==> src/rtl/conv_seq_ctrl.sv <==
// Sequencer for one output-channel convolution pass on core: kernel load, activation load,
// execute and OFIFO drain per kernel position. Optional OFIFO wait state: CONV_SEQ_OFIFO_WAIT_EN.
module conv_seq_ctrl #(
  parameter int          col       = 8,
  parameter int          row       = 8,
  parameter int          len_nij   = 36,
  parameter int          nij_sz    = 6,
  parameter int          n_kij     = 9,
  parameter int          htiles    = 2,
  parameter logic [10:0] kmem_base = 11'h400
) (
  input  logic        clk,
  input  logic        reset,
  input  logic        start,
  input  logic        ofifo_valid,
  output logic [33:0] inst,
  output logic [1:0]  tile,
  output logic        sel,
  output logic        mode,
  output logic        relu,
  output logic [3:0]  kij_idx,
  output logic        busy,
  output logic        done,
  output logic [3:0]  state_dbg
);

  // Handshake: start is a level sampled only in IDLE; there is no back-pressure toward the host.
  // With the wait option, ofifo_valid acts as a ready-to-drain qualifier seen only in OWAIT.

  typedef enum logic [3:0] {
    S_IDLE,
    S_KLOAD,
    S_KGAP,
    S_ALOAD,
    S_EXEC,
`ifdef CONV_SEQ_OFIFO_WAIT_EN
    S_OWAIT,
`endif
    S_OREAD,
    S_DRAIN,
    S_DONE
  } state_t;

  localparam logic [33:0] INST_IDLE = 34'h1_800C_0000;

  localparam int B_ACC = 33, B_CEN_P = 32, B_WEN_P = 31, B_CEN_X = 19, B_WEN_X = 18;
  localparam int B_OFIFO_RD = 6, B_L0_RD = 3, B_L0_WR = 2, B_EXEC = 1, B_LOAD = 0;

  localparam logic [7:0] KW_LAST    = 8'(2 * col - 1);
  localparam logic [7:0] KLOAD_LAST = 8'(2 * col + row);
  localparam logic [7:0] LOAD_LAST  = 8'(2 * col);
  localparam logic [7:0] ALOAD_LAST = 8'(len_nij - 1);
  localparam logic [7:0] EXEC_LAST  = 8'(len_nij + 2 * col - 1);
  localparam logic [7:0] EXEC_ON    = 8'(len_nij);
  localparam logic [7:0] OREAD_LAST = 8'(len_nij);
  localparam logic [7:0] DRAIN_LAST = 8'd1;
  localparam logic [3:0] J_LAST     = 4'(htiles - 1);
  localparam logic [3:0] K_LAST     = 4'(n_kij - 1);

  state_t      state, state_nxt;
  logic [7:0]  c, c_nxt;
  logic [3:0]  j, j_nxt;
  logic [3:0]  kij, kij_nxt;

  logic [33:0] inst_nxt;
  logic [1:0]  tile_nxt;
  logic        sel_nxt, relu_nxt, busy_nxt, done_nxt;
  logic [3:0]  kij_idx_nxt;

  logic [10:0] xmem_kaddr, pmem_off, pmem_addr;

  // Weight rows for (kij, tile) are packed contiguously, 2*col words per tile.
  assign xmem_kaddr = kmem_base + 11'((int'(kij) * htiles + int'(j)) * 2 * col + int'(c));
  assign pmem_off   = 11'(int'(kij) % 3 + (int'(kij) / 3) * nij_sz);
  // Deliberately 11-bit modular: early kij offsets wrap below zero.
  assign pmem_addr  = 11'(c) - 11'd1 - pmem_off;

  always_comb begin
    state_nxt   = state;
    c_nxt       = c + 8'd1;
    j_nxt       = j;
    kij_nxt     = kij;
    inst_nxt    = INST_IDLE;
    tile_nxt    = tile;
    sel_nxt     = kij[0];
    relu_nxt    = 1'b0;
    busy_nxt    = (state != S_IDLE);
    done_nxt    = (state == S_DONE);
    kij_idx_nxt = kij;

    case (state)
      S_IDLE: begin
        c_nxt = '0;
        if (start) begin
          state_nxt = S_KLOAD;
          j_nxt     = '0;
          kij_nxt   = '0;
        end
      end

      S_KLOAD: begin
        tile_nxt = 2'b01 << j;
        if (c <= KW_LAST) begin
          inst_nxt[B_CEN_X] = 1'b0;
          inst_nxt[B_WEN_X] = 1'b1;
          inst_nxt[B_L0_WR] = 1'b1;
          inst_nxt[17:7]    = xmem_kaddr;
        end
        // L0 read trails the write by one cycle; the tail only flushes the PE rows.
        if (c >= 8'd1 && c <= LOAD_LAST) begin
          inst_nxt[B_L0_RD] = 1'b1;
          inst_nxt[B_LOAD]  = 1'b1;
        end else if (c > LOAD_LAST) begin
          inst_nxt[B_L0_RD] = 1'b1;
        end
        if (c == KLOAD_LAST) begin
          state_nxt = S_KGAP;
          c_nxt     = '0;
        end
      end

      S_KGAP: begin
        c_nxt = '0;
        if (j == J_LAST) begin
          state_nxt = S_ALOAD;
          j_nxt     = '0;
        end else begin
          state_nxt = S_KLOAD;
          j_nxt     = j + 4'd1;
        end
      end

      S_ALOAD: begin
        tile_nxt          = 2'b11;
        inst_nxt[B_CEN_X] = 1'b0;
        inst_nxt[B_WEN_X] = 1'b1;
        inst_nxt[B_L0_WR] = 1'b1;
        inst_nxt[17:7]    = 11'(c);
        if (c == ALOAD_LAST) begin
          state_nxt = S_EXEC;
          c_nxt     = '0;
        end
      end

      S_EXEC: begin
        inst_nxt[B_L0_RD] = 1'b1;
        inst_nxt[B_EXEC]  = (c < EXEC_ON);
        if (c == EXEC_LAST) begin
`ifdef CONV_SEQ_OFIFO_WAIT_EN
          state_nxt = S_OWAIT;
`else
          state_nxt = S_OREAD;
`endif
          c_nxt = '0;
        end
      end

`ifdef CONV_SEQ_OFIFO_WAIT_EN
      S_OWAIT: begin
        c_nxt = '0;
        if (ofifo_valid) state_nxt = S_OREAD;
      end
`endif

      S_OREAD: begin
        inst_nxt[B_OFIFO_RD] = 1'b1;
        inst_nxt[B_ACC]      = (kij != 4'd0);
        relu_nxt             = (kij == K_LAST);
        if (c >= 8'd1) begin
          inst_nxt[B_CEN_P] = 1'b0;
          inst_nxt[B_WEN_P] = 1'b0;
          inst_nxt[30:20]   = pmem_addr;
        end
        if (c == OREAD_LAST) begin
          state_nxt = S_DRAIN;
          c_nxt     = '0;
        end
      end

      S_DRAIN: begin
        if (c == DRAIN_LAST) begin
          c_nxt = '0;
          if (kij == K_LAST) begin
            state_nxt = S_DONE;
          end else begin
            state_nxt = S_KLOAD;
            kij_nxt   = kij + 4'd1;
          end
        end
      end

      S_DONE: begin
        state_nxt = S_IDLE;
        c_nxt     = '0;
      end

      default: begin
        state_nxt = S_IDLE;
        c_nxt     = '0;
      end
    endcase
  end

  always_ff @(posedge clk) begin
    if (reset) begin
      state   <= S_IDLE;
      c       <= '0;
      j       <= '0;
      kij     <= '0;
      inst    <= INST_IDLE;
      tile    <= 2'b01;
      sel     <= 1'b0;
      relu    <= 1'b0;
      busy    <= 1'b0;
      done    <= 1'b0;
      kij_idx <= '0;
    end else begin
      state   <= state_nxt;
      c       <= c_nxt;
      j       <= j_nxt;
      kij     <= kij_nxt;
      inst    <= inst_nxt;
      tile    <= tile_nxt;
      sel     <= sel_nxt;
      relu    <= relu_nxt;
      busy    <= busy_nxt;
      done    <= done_nxt;
      kij_idx <= kij_idx_nxt;
    end
  end

  assign mode      = 1'b0;
  assign state_dbg = state;

endmodule

==> config.mk <==
export PLATFORM = sky130hd
export DESIGN_NAME = conv_seq_ctrl
export DESIGN_NICKNAME = d
export VERILOG_FILES = /design/src/rtl/conv_seq_ctrl.sv
export SDC_FILE = /design/constraint.sdc
export NUM_CORES = 1
export LEC_CHECK = 0
export CORE_ASPECT_RATIO = 1.2
export CORE_MARGIN = 8
export CORE_UTILIZATION = 50
export DETAILED_ROUTE_END_ITERATION = 7
export PLACE_DENSITY = 0.75
export RECOVER_POWER = 25
export SLEW_MARGIN = 20
export SYNTH_ARGS = -nofsm -noshare
export SYNTH_HDL_FRONTEND = slang
export SYNTH_SLANG_ARGS = --single-unit
==> constraint.sdc <==
create_clock -name clk -period 5 [get_ports clk]
set_input_delay 0.5 -clock clk [delete_from_list [all_inputs] [get_ports clk]]
set_output_delay 0.5 -clock clk [all_outputs]
set_load 0.01 [all_outputs]
After elaboration in Yosys (flattened, before gate mapping)

Index checks and enable logic that the tools add are counted.

Register bits: 64
Input port bits: 4
Output and inout bits: 49
Word-level logic and storage cells: 105

$add $sub $neg: 9
Multiply operators: 1
Div/mod/pow operators: 2
$lt $le $gt $ge: 5
Eq/ne operators: 21
Shift operators: 1
Muxes and demuxes: 32
Bitwise gates (word level): 4
Reductions and logical operators: 14

Operator list:

| cell                     | count |
|---|---|
| $mux W4                  | 10 |
| $mux W8                  | 5 |
| $pmux W8 S5              | 1 |
| $div A5 B3 Y32 const B   | 1 |
| $mod A5 B3 Y32 const B   | 1 |
| $mul A32 B3 Y10 const B  | 1 |
| $pmux W4 S7              | 1 |
| $mux W13                 | 2 |
| $pmux W13 S2             | 1 |
| $eq A8 B6 Y1 const B     | 3 |
| $eq A4 B3 Y1 const B     | 4 |
| $pmux W4 S2              | 2 |
| $ne A2 B2 Y1 const B     | 7 |
| $add A10 B8 Y11          | 1 |
| $add A11 B11 Y11         | 1 |
| $add A11 B11 Y11 const A | 1 |
| $sub A11 B11 Y11         | 1 |
| $sub A8 B1 Y9 const B    | 1 |
| $add A4 B1 Y4 const B    | 2 |
| $add A8 B1 Y8 const B    | 1 |
| $eq A4 B1 Y1 const B     | 2 |
| $eq A4 B2 Y1 const B     | 2 |
| $eq A8 B1 Y1 const B     | 1 |
| $eq A8 B5 Y1 const B     | 1 |
| other kinds (23)         | 36 |

Depth between registers and ports, before layout

Gate-level depths: netlist of run 1.

Depth in word-level cells: 5
Depth in mapped cells: 26
Depth with buffers taken out: 25

Worst setup path after synthesis of run 1

OpenSTA, ideal clock, no wires.

Path type: reg2reg
Start point: register kij[3]
End point: register inst[30]
Setup time: 0.074 ns
Arrival: 5.434 ns
Setup slack: -0.507 ns
Cell stages (with the launch flop): 26
Buffers on the path: 3
Period minus slack after synthesis: 5.507 ns
Cell sequence: dfxtp_1 buf_2 buf_1 nor2_1 ha_1 buf_2 a211oi_1 nor2_4 inv_2 xnor2_1 ha_1 a211oi_1 and3_1 nor3b_4 inv_1 ha_1 ha_1 xor2_1 fa_1 inv_1 ha_1 or4_1 o22ai_1 o21ai_0 and3_1 nor3_2

Word-level cells in the longest chain between the ends: 4
Elaborated cells on any way between the ends: 5
Classes of those cells: add/sub: 2; mul: 1; div: 2

RTL lines:

| what                   | line | source |
|---|---|---|
| start, declared        | 63   | `logic [3:0] kij, kij_nxt;` |
| start signal, assigned | 221  | `kij <= kij_nxt;` |
| $div A5 B3 Y32         | 74   | `assign pmem_off = 11'(int'(kij) % 3 + (int'(kij) / 3) * nij_sz);` |
| $mul A32 B3 Y10        | 74   |  |
| $add A11 B11 Y11 (*)   | 74   |  |
| $sub A11 B11 Y11 (*)   | 76   | `assign pmem_addr = 11'(c) - 11'd1 - pmem_off;` |
| end signal, assigned   | 222  | `inst <= inst_nxt;` |
| end, declared          | 16   | `output logic [33:0] inst,` |

Mark *: on every way between the ends. The rest lies on a longest branch, timed or not.
A chain may end at the register's enable or synchronous reset.

Worst setup path in the final report of run 1

Start point: register kij[2]
End point: register inst[30]

Same word-level chain as after synthesis.

==> flow_summary.json, run 1 <==
{
  "grt_pass1_wl_um": 14500,
  "cts_num_sinks": 58,
  "dp_slack_ns": 0.0456,
  "cp-end-kind": "register",
  "hpwl_um": 6780,
  "wl_um": 9020,
  "hp-class": "register to register",
  "ys_seq_area_frac": 0.301,
  "synthCells": 451,
  "finalHoldViolCount": 0,
  "die_h_um": 112,
  "finalSetupViolCount": 0,
  "cp_data_arrival_time_ns": 5.08,
  "dieWidth_um": 96.2,
  "synth-simple-area-share": 0.226,
  "worst_slew_pin_slew_ns": 0.853,
  "total_power_mw": 1.04,
  "routed_via_density": 5.51,
  "clkLatencyLatePin_ns": 0.34,
  "fin_nets": 547,
  "cp_slowest_cell": "or4_4",
  "grt_use_total": 0.167,
  "r2r_end": "inst[30]$_SDFF_PP0_",
  "avgSynthCellArea_um2": 8.56,
  "core_area_mm2": 0.00758,
  "p_per_area_mw_per_mm2": 220,
  "crit_fanout": 5,
  "die_area_mm2": 0.0108,
  "rows": 35,
  "r2r-start": "kij[2]$_SDFFE_PP0P_",
  "cts_buffers": 9,
  "grt_max_degree": 26,
  "ir_drop_mv": 0.175,
  "maxCapViolCount": 0,
  "r2r_cells": 24,
  "layout_setup_ws_ns": 0.192,
  "synth_compound_area_frac": 0.148,
  "crit_type": "register to register",
  "post_drt_wl_per_cell_um": 15.1,
  "hold_start": "tile[0]$_SDFFE_PP1P_",
  "ys_warn_count": 0,
  "p_leak_nw": 1.98,
  "clock-root-buffer": "clkbuf_8",
  "finalMaxSlewViolations": 0,
  "clock_power_share": 0.420,
  "path_buf_inv": 4,
  "diodes": 0,
  "grt_pass1_vias": 3247,
  "power_frac_comb": 0.115,
  "ant_nets": 0,
  "crit_chain": "inv_1, nor2_1, ha_2, nand2b_1, and3_4, nor2_4, inv_4, xnor2_4, ha_4, a211oi_4, and3_4, nor3b_4, inv_2, ha_1, ha_1, xor2_1, fa_1, inv_1, ha_2, or4_4, o22ai_4, o21ai_1, and3_1, nor3_2",
  "final_common_cell": "dfxtp_1",
  "power_frac_seq": 0.466,
  "status": "completed",
  "port_buffers": 46,
  "finish.instance_area_mm2": 0.00472,
  "syn_area_mm2": 0.00386,
  "max_freq_mhz": 208,
  "rrSetupSlack_ns": 0.19,
  "ios": 53,
  "ys.flop_type": "dfxtp_1",
  "num_vias": 3290,
  "period_share": 0.962,
  "synth_edf_count": 0,
  "postPlaceCellArea_mm2": 0.00441,
  "synthAdderAreaFrac": 0.153,
  "cts_tree": "built",
  "firstDrtPassIters": 4,
  "cts.reportedPaths.clkPinSlew_ns": 0.07,
  "cp_data_required_time_ns": 5.27,
  "cp-startpoint": "kij[2]$_SDFFE_PP0P_",
  "drt-initial-drc-count": 152,
  "routabilityCongestion": 0.886,
  "fin_crit_ns": 4.81,
  "synth_top_family_by_area": "simple AND/OR/NAND/NOR gates",
  "min_path_cells": 2,
  "synthMuxAreaShare": 0.0240,
  "final_cell_mix": "dfxtp_1, nor2_1, inv_1",
  "start_util": 0.509,
  "switching_share": 0.276,
  "ys_ff_latch": 58,
  "grt_overflow": 0,
  "whs_endpoint": "tile[0]$_SDFFE_PP1P_",
  "clock_skew_ns": 0.00704,
  "syn_to_final_growth_pct": 22.4,
  "p_int_mw": 0.753,
  "drc": 0,
  "clockBufferDepth": 2,
  "p_sw_mw": 0.287,
  "synth_xor_area_frac": 0.0681,
  "crit_family": "simple AND/OR/NAND/NOR gates",
  "cpPeakStageDelay_ns": 0.56,
  "max-slew-margin-rel": 0.424,
  "n_fill_cell": 685,
  "synth.distinct_cells": 67,
  "start_kind": "register",
  "synthArstFlopShare": 0,
  "drive_gt1_frac": 0.145,
  "antenna_found_initial": 0,
  "htreeDepth": 3
}
-- Yosys cell counts (3+ instances only) --
cell type | n | area, µm²
and2_1 | 3 | 18.8
nor2_1 | 40 | 150
fa_1 | 7 | 140
or2_2 | 3 | 18.8
o21ai_0 | 19 | 95.1
buf_2 | 8 | 40.0
a31oi_1 | 5 | 31.3
buf_4 | 7 | 52.6
nand2b_1 | 3 | 18.8
nand2_1 | 27 | 101
a21o_1 | 4 | 30.0
nand4_1 | 4 | 25.0
o22ai_1 | 3 | 18.8
nor2b_1 | 8 | 50.1
nand3_1 | 10 | 50.1
clkbuf_1 | 8 | 30.0
nor3_1 | 17 | 85.1
xnor2_1 | 19 | 166
and3_1 | 7 | 43.8
mux2i_1 | 7 | 70.1
o21a_1 | 5 | 37.5
a211oi_1 | 5 | 37.5
dfxtp_1 | 58 | 1160
inv_1 | 38 | 143
nor4_1 | 5 | 31.3
xor2_1 | 11 | 96.3
nor2_2 | 8 | 50.1
ha_1 | 36 | 450
nand3b_1 | 3 | 22.5
or3_1 | 4 | 25.0
a21oi_1 | 22 | 110
-- flip-flops by register name (all words and copies together) (netlist names) --
signal	count
done	1
state_dbg	3
relu	1
inst	30
kij_idx	4
kij	4
j	4
busy	1
tile	2
c	8
-- area by class of cell --
cell class,count,area [µm²],area share
Clock inverter,7,77.6,0.0164
Sequential cell,58,1170,0.247
Clock buffer,9,124,0.0262
Inverter,40,153,0.0323
Timing Repair Buffer,62,584,0.124
Tap cell,92,115,0.0244
Multi-Input combinational cell,329,2500,0.530
-- worst max path at each step --
| stage | to | slack, ns | cells after the start |
|---|---|---|---|
| after floorplan | inst[30]$_SDFF_PP0_ | 0.003 | 24 |
| after global placement | inst[30]$_SDFF_PP0_ | 0.18 | 22 |
| after detailed placement | inst[30]$_SDFF_PP0_ | 0.05 | 22 |
| after CTS | inst[30]$_SDFF_PP0_ | 0.02 | 22 |
| after global routing | inst[30]$_SDFF_PP0_ | -0.08 | 24 |
| final | inst[30]$_SDFF_PP0_ | 0.19 | 24 |
-- routing by layer --
layer | GRT usage | share of wire | up-vias | wire length (µm)
met5 | 0 | 0 | - | 0
met4 | 0.0791 | 0.036 | 0 | 325
met3 | 0.0507 | 0.060 | 23 | 542
met2 | 0.284 | 0.51 | 83 | 4600
met1 | 0.181 | 0.39 | 1545 | 3550
li1 | - | - | 1639 | -
-- through the flow --
stage / hold slack (ns) / cells / TNS (ns) / utilization
global route: 0.519 / 597 / -0.0829 / 0.623
finish: 0.491 / 597 / 0 / 0.623
detailed placement: 0.473 / 576 / 0 / 0.582
global placement: 0.464 / 576 / 0 / 0.582
floorplan: 0.492 / 454 / 0 / -
CTS: 0.496 / 592 / 0 / 0.609
-- timing repair --
item | in CTS | in global routing
endpoints found under the setup margin | 0 | 4
setup buffers | 0 | 5
hold buffers | 0 | 0
gates resized for setup | 0 | 15
-- worst reg2reg max path, delay by kind of cell, from the launching register on --
family | cells | cell delay [ns]
AOI/OAI and AO/OA | 3 | 0.50
adders and majority gates | 6 | 1.51
buffers and inverters | 4 | 0.22
xor gates and xnor gates | 2 | 0.33
and+or+nand+nor | 9 | 1.81
DFF | 1 | 0.37
-- kinds of logic after synthesis --
group                      count (synthesis)
DFF                                       58
AOI/OAI and AO/OA                         83
adders and majority gates                 43
buffers and inverters                     67
other                                      2
muxes                                      9
xor gates and xnor gates                  30
and+or+nand+nor                          159
-- power by group through the flow --
stage / Combinational (mW) / Sequential, mW / Clock (mW)
after CTS: 0.118 / 0.484 / 0.450
after global placement: 0.114 / 0.495 / 0
final: 0.119 / 0.484 / 0.437
after floorplan: 0.0822 / 0.493 / 0
after detailed placement: 0.117 / 0.495 / 0
after global routing: 0.131 / 0.486 / 0.472
(Power assumes the default switching activity.)
==> inputs of run 2 (changes only) <==
Settings changed: CORE_ASPECT_RATIO 1.2 to unset.
==> flow_summary.json, run 2 (synthesis gave the netlist of run 1 again) <==
{
  "status": "completed",
  "holdWs_ns": 0.503,
  "finalMaxSlewViolations": 0,
  "regMostFlops": "inst",
  "fin_crit_ns": 4.78,
  "fin_nets": 547,
  "period_share": 0.956,
  "crit_fanout": 5,
  "n_fill_cell": 662,
  "r2r_cells": 21,
  "diodes": 0,
  "cp-end-kind": "register",
  "post_drt_wl_per_cell_um": 15.0,
  "wl_um": 9120,
  "routabilityCongestion": 0.860,
  "hpwl_um": 6820,
  "r2r_end": "inst[29]$_SDFF_PP0_",
  "grt_pass1_wl_um": 15000,
  "crit_chain": "ha_4, nand2b_1, and3_4, nor2_4, inv_4, xnor2_4, ha_4, a211oi_2, and3_4, nor3b_4, buf_4, mux2_2, ha_1, inv_1, ha_1, nor2b_1, o21ai_0, a21oi_1, o31a_1, o32ai_1, mux2i_1",
  "cts.reportedPaths.clkPinSlew_ns": 0.07,
  "postPlaceCellArea_mm2": 0.00441,
  "p_leak_nw": 1.97,
  "cts_num_sinks": 58,
  "ir_drop_mv": 0.210,
  "setup-tns-final_ns": 0,
  "drc": 0,
  "final_common_cell": "dfxtp_1",
  "top_regs": "inst x30, c x8",
  "ctsHoldBuffers": 0,
  "routed_via_density": 5.49,
  "cp_num_cells": 21,
  "r2r-start": "kij[3]$_SDFFE_PP0P_",
  "ant_nets": 0,
  "max_freq_mhz": 209,
  "start_util": 0.507,
  "firstDrtPassIters": 5,
  "die_h_um": 104,
  "rrSetupSlack_ns": 0.22,
  "final_cell_mix": "dfxtp_1, nor2_1, inv_1",
  "core_area_mm2": 0.00761,
  "dieWidth_um": 104,
  "p_per_area_mw_per_mm2": 208,
  "grt_overflow": 0,
  "crit_family": "compound AO/OA/AOI/OAI gates",
  "clock_skew_ns": 0.00840,
  "grt_max_degree": 24,
  "start_kind": "register",
  "path_buf_inv": 3,
  "largest_register_ffs": 30,
  "cp-startpoint": "kij[3]$_SDFFE_PP0P_",
  "finalHoldViolCount": 0,
  "cts_tree": "built",
  "layout_setup_ws_ns": 0.219,
  "dp_slack_ns": -0.0279,
  "hp-class": "register to register",
  "cp_data_required_time_ns": 5.27,
  "cpPeakStageDelay_ns": 0.37,
  "clock-root-buffer": "clkbuf_8",
  "htreeDepth": 3,
  "grt_pass1_vias": 3267,
  "cp_data_arrival_time_ns": 5.05,
  "max-slew-margin-rel": 0.445,
  "crit_end": "inst[29]$_SDFF_PP0_",
  "cts_buffers": 9,
  "antenna_found_initial": 0,
  "finalSetupViolCount": 0,
  "finish.instance_area_mm2": 0.00471,
  "crit_type": "register to register",
  "num_vias": 3335,
  "cp_slowest_cell": "dfxtp_4",
  "clkLatencyLatePin_ns": 0.34,
  "syn_to_final_growth_pct": 22.1,
  "worst_slew_pin_slew_ns": 0.824,
  "maxCapViolCount": 0,
  "rows": 32,
  "port_buffers": 46,
  "die_area_mm2": 0.0108,
  "drive_gt1_frac": 0.152,
  "drt-initial-drc-count": 122,
  "ios": 53,
  "clockBufferDepth": 2,
  "grt_use_total": 0.165
}
-- run 2: cell types whose count changed in the layout (fill, tap and decap cells not counted), moves of 2 or more --
cell / change
clkinv_2: +3
clkinvlp_4: -2
inv_6: -2
o21ai_2: +2
o21ai_1: -2
-- run 2: worst min-delay path by stage --
stage,startpoint,end,slack [ns],depth (start not counted)
2_1_floorplan,c[0]$_SDFF_PP0_,c[0]$_SDFF_PP0_,0.49,1
4_1_cts,tile[0]$_SDFFE_PP1P_,tile[0]$_SDFFE_PP1P_,0.51,2
3_5_place_dp,tile[0]$_SDFFE_PP1P_,tile[0]$_SDFFE_PP1P_,0.48,2
5_1_grt,tile[0]$_SDFFE_PP1P_,tile[0]$_SDFFE_PP1P_,0.53,2
6_report,tile[0]$_SDFFE_PP1P_,tile[0]$_SDFFE_PP1P_,0.50,2
3_3_place_gp,tile[0]$_SDFFE_PP1P_,tile[0]$_SDFFE_PP1P_,0.47,2
-- run 2: routing by layer --
metal,GRT usage,wire [µm]
met5,0,0
met1,0.182,3690
met3,0.0421,614
met2,0.286,4610
met4,0.0879,199
-- run 2: worst min-delay path, delay by kind of cell (launching register included) --
kind | cells | cell delay [ns]
DFF | 1 | 0.33
and+or+nand+nor | 2 | 0.14
-- run 2: per-stage QoR --
stage / util / cells / power, mW
floorplan: - / 454 / 0.575
global placement: 0.580 / 584 / 0.608
detailed placement: 0.580 / 584 / 0.611
CTS: 0.602 / 600 / 0.994
global route: 0.620 / 607 / 1.02
finish: 0.620 / 607 / 0.982
-- run 2: timing repair --
item / CTS / global route
pin swaps: 0 / 6
resized for setup: 1 / 20
buffers inserted: 0 / 7
setup endpoints to repair: 1 / 4
-- run 2: layout make-up --
class | count | area [µm²] | share of cell area
clock buffer | 11 | 141 | 0.0300
clock inverter | 5 | 30.0 | 0.00637
inverter | 40 | 153 | 0.0324
multi-input combinational | 329 | 2510 | 0.532
sequential | 58 | 1170 | 0.248
tap | 102 | 128 | 0.0271
timing repair buffer | 62 | 584 | 0.124
-- run 2: power breakdown --
part / internal (mW) / total [mW] / switching, mW
Combinational: 0.0487 / 0.118 / 0.0697
Clock: 0.190 / 0.379 / 0.188
Sequential: 0.471 / 0.485 / 0.0139
Total: 0.710 / 0.982 / 0.272
==> inputs of run 3 (changes only) <==
Settings changed: CELL_PAD_IN_SITES_DETAIL_PLACEMENT set to 1, CELL_PAD_IN_SITES_GLOBAL_PLACEMENT set to 1, CORE_ASPECT_RATIO set to 2, CORE_UTILIZATION 50 to 38.
==> flow_summary.json, run 3 (synthesis gave the netlist of run 1 again) <==
{
  "status": "completed",
  "cts_setup_buffers": 0,
  "start_util": 0.385,
  "switching_share": 0.268,
  "r2r-start": "kij[2]$_SDFFE_PP0P_",
  "layout_setup_ws_ns": 0.144,
  "crit_fanout": 7,
  "clock_skew_ns": 0.00376,
  "cp_data_arrival_time_ns": 5.11,
  "clock_power_share": 0.487,
  "cts_num_sinks": 58,
  "rrSetupSlack_ns": 0.14,
  "clockBufferDepth": 2,
  "grt_max_degree": 21,
  "grt_setup_unrepaired": "yes",
  "p_sw_mw": 0.318,
  "dp_cells": 625,
  "port_buffers": 46,
  "finalMaxSlewViolations": 0,
  "clkLatencyLatePin_ns": 0.34,
  "max_freq_mhz": 206,
  "layout.cells.non_filler": 641,
  "fin_nets": 548,
  "post-route-util": 0.481,
  "clock-root-buffer": "clkbuf_16",
  "cts_tree": "built",
  "path_common_cell": "ha_2",
  "firstDrtPassIters": 4,
  "power_frac_seq": 0.412,
  "ios": 53,
  "finalSetupViolCount": 0,
  "fin_crit_ns": 4.86,
  "crit_type": "register to register",
  "ir_drop_mv": 0.174,
  "wl_um": 10900,
  "max-slew-margin-rel": 0.290,
  "dp_slack_ns": 0.109,
  "rows": 52,
  "p_int_mw": 0.869,
  "r2r_cells": 24,
  "power_frac_comb": 0.101,
  "grt_use_total": 0.163,
  "drt-initial-drc-count": 94,
  "ctsHoldBuffers": 0,
  "n_fill_cell": 1238,
  "path_buf_inv": 4,
  "cp_data_required_time_ns": 5.26,
  "drc": 0,
  "final_cell_mix": "dfxtp_1, nor2_1, inv_1",
  "crit_chain": "inv_1, nor2_1, ha_2, nand2b_1, and3_4, nor2_4, inv_4, xnor2_2, ha_2, a211oi_2, and3_1, nor3b_4, inv_2, ha_1, ha_1, xor2_1, fa_1, inv_1, ha_2, or4_4, o22ai_4, o21ai_2, and3_1, nor3_2",
  "largest_register_ffs": 30,
  "p_leak_nw": 2.03,
  "cpPeakStageDelay_ns": 0.55,
  "setup-tns-final_ns": 0,
  "hp-class": "register to register",
  "drive_gt1_frac": 0.142,
  "holdWs_ns": 0.485,
  "min_path_cells": 2,
  "cp_num_cells": 24,
  "post_drt_wl_per_cell_um": 16.9,
  "grt_pass1_wl_um": 17300,
  "period_share": 0.971,
  "crit_family": "simple AND/OR/NAND/NOR gates",
  "regMostFlops": "inst",
  "cp-startpoint": "kij[2]$_SDFFE_PP0P_",
  "grt_pass1_vias": 3600,
  "worst_slew_pin_slew_ns": 1.05,
  "m1WireLength_um": 3950,
  "cts.reportedPaths.clkPinSlew_ns": 0.05,
  "dieWidth_um": 87.3,
  "core_area_mm2": 0.0100,
  "ant_nets": 0,
  "wl_met2_um": 6150,
  "final_common_cell": "dfxtp_1",
  "cts_buffers": 9,
  "cp_slowest_cell": "or4_4",
  "met3_length_um": 321,
  "cp-end-kind": "register",
  "maxCapViolCount": 0,
  "die_h_um": 159,
  "num_vias": 3356,
  "antenna_found_initial": 0,
  "routed_via_density": 5.24,
  "start_kind": "register",
  "hpwl_um": 8530,
  "top_regs": "inst x30, c x8",
  "grt_overflow": 0,
  "maxUsedRoutingLayer": "met4",
  "routabilityCongestion": 0.862,
  "multi_input_area_mm2": 0.00246,
  "r2r_end": "inst[30]$_SDFF_PP0_",
  "finalHoldViolCount": 0,
  "die_area_mm2": 0.0138,
  "syn_to_final_growth_pct": 24.9,
  "htreeDepth": 3,
  "crit_end": "inst[30]$_SDFF_PP0_",
  "p_per_area_mw_per_mm2": 246,
  "ff_latch_area_mm2": 0.00117,
  "diodes": 0
}
-- run 3: changes by cell type in the layout (fill, tap and decap cells not counted), moves of 2 or more --
cell / change
clkbuf_16: +9
clkbuf_8: -9
clkinv_4: +2
ha_1: +2
ha_4: -2
-- run 3: timing repair --
action,CTS,global route
hold endpoints to repair,0,0
resized for setup,0,10
endpoints found under the setup margin,0,2
-- run 3: power by group through the flow --
| stage | sequential [mW] | clock (mW) | combinational, mW |
|---|---|---|---|
| floorplan | 0.493 | 0 | 0.0822 |
| global placement | 0.499 | 0 | 0.116 |
| detailed placement | 0.500 | 0 | 0.119 |
| CTS | 0.489 | 0.590 | 0.120 |
| global route | 0.490 | 0.606 | 0.133 |
| finish | 0.489 | 0.577 | 0.120 |
-- run 3: per-stage QoR --
step	total power, mW	cell area [µm²]
after floorplan	0.575	3920
after global placement	0.615	4510
after detailed placement	0.619	4510
after CTS	1.20	4790
after global routing	1.23	4820
final	1.19	4820
-- run 3: final cells by class --
cell class | instances | share of cell area
Multi-Input combinational cell | 329 | 0.510
Sequential cell | 58 | 0.242
Timing Repair Buffer | 63 | 0.123
Clock buffer | 10 | 0.0496
Tap cell | 135 | 0.0350
Inverter | 40 | 0.0317
Clock inverter | 6 | 0.00882
-- run 3: worst min-delay path by stage --
stage | end | slack (ns) | start
after floorplan | c[0]$_SDFF_PP0_ | 0.49 | c[0]$_SDFF_PP0_
after detailed placement | tile[0]$_SDFFE_PP1P_ | 0.48 | tile[0]$_SDFFE_PP1P_
after global placement | tile[0]$_SDFFE_PP1P_ | 0.46 | tile[0]$_SDFFE_PP1P_
after CTS | tile[0]$_SDFFE_PP1P_ | 0.49 | tile[0]$_SDFFE_PP1P_
final | tile[0]$_SDFFE_PP1P_ | 0.48 | tile[0]$_SDFFE_PP1P_
after global routing | tile[0]$_SDFFE_PP1P_ | 0.51 | tile[0]$_SDFFE_PP1P_
-- run 3: metal layers --
layer / up-vias / GRT usage
li1: 1646 / -
met1: 1615 / 0.149
met2: 68 / 0.320
met3: 27 / 0.0274
met4: 0 / 0.0983
met5: - / 0
-- run 3: tightest hold or removal path, cell delays in order, from the launching register on --
cell     delay, ns
dfxtp_1       0.33
nand2_1       0.05
nand3_1       0.07
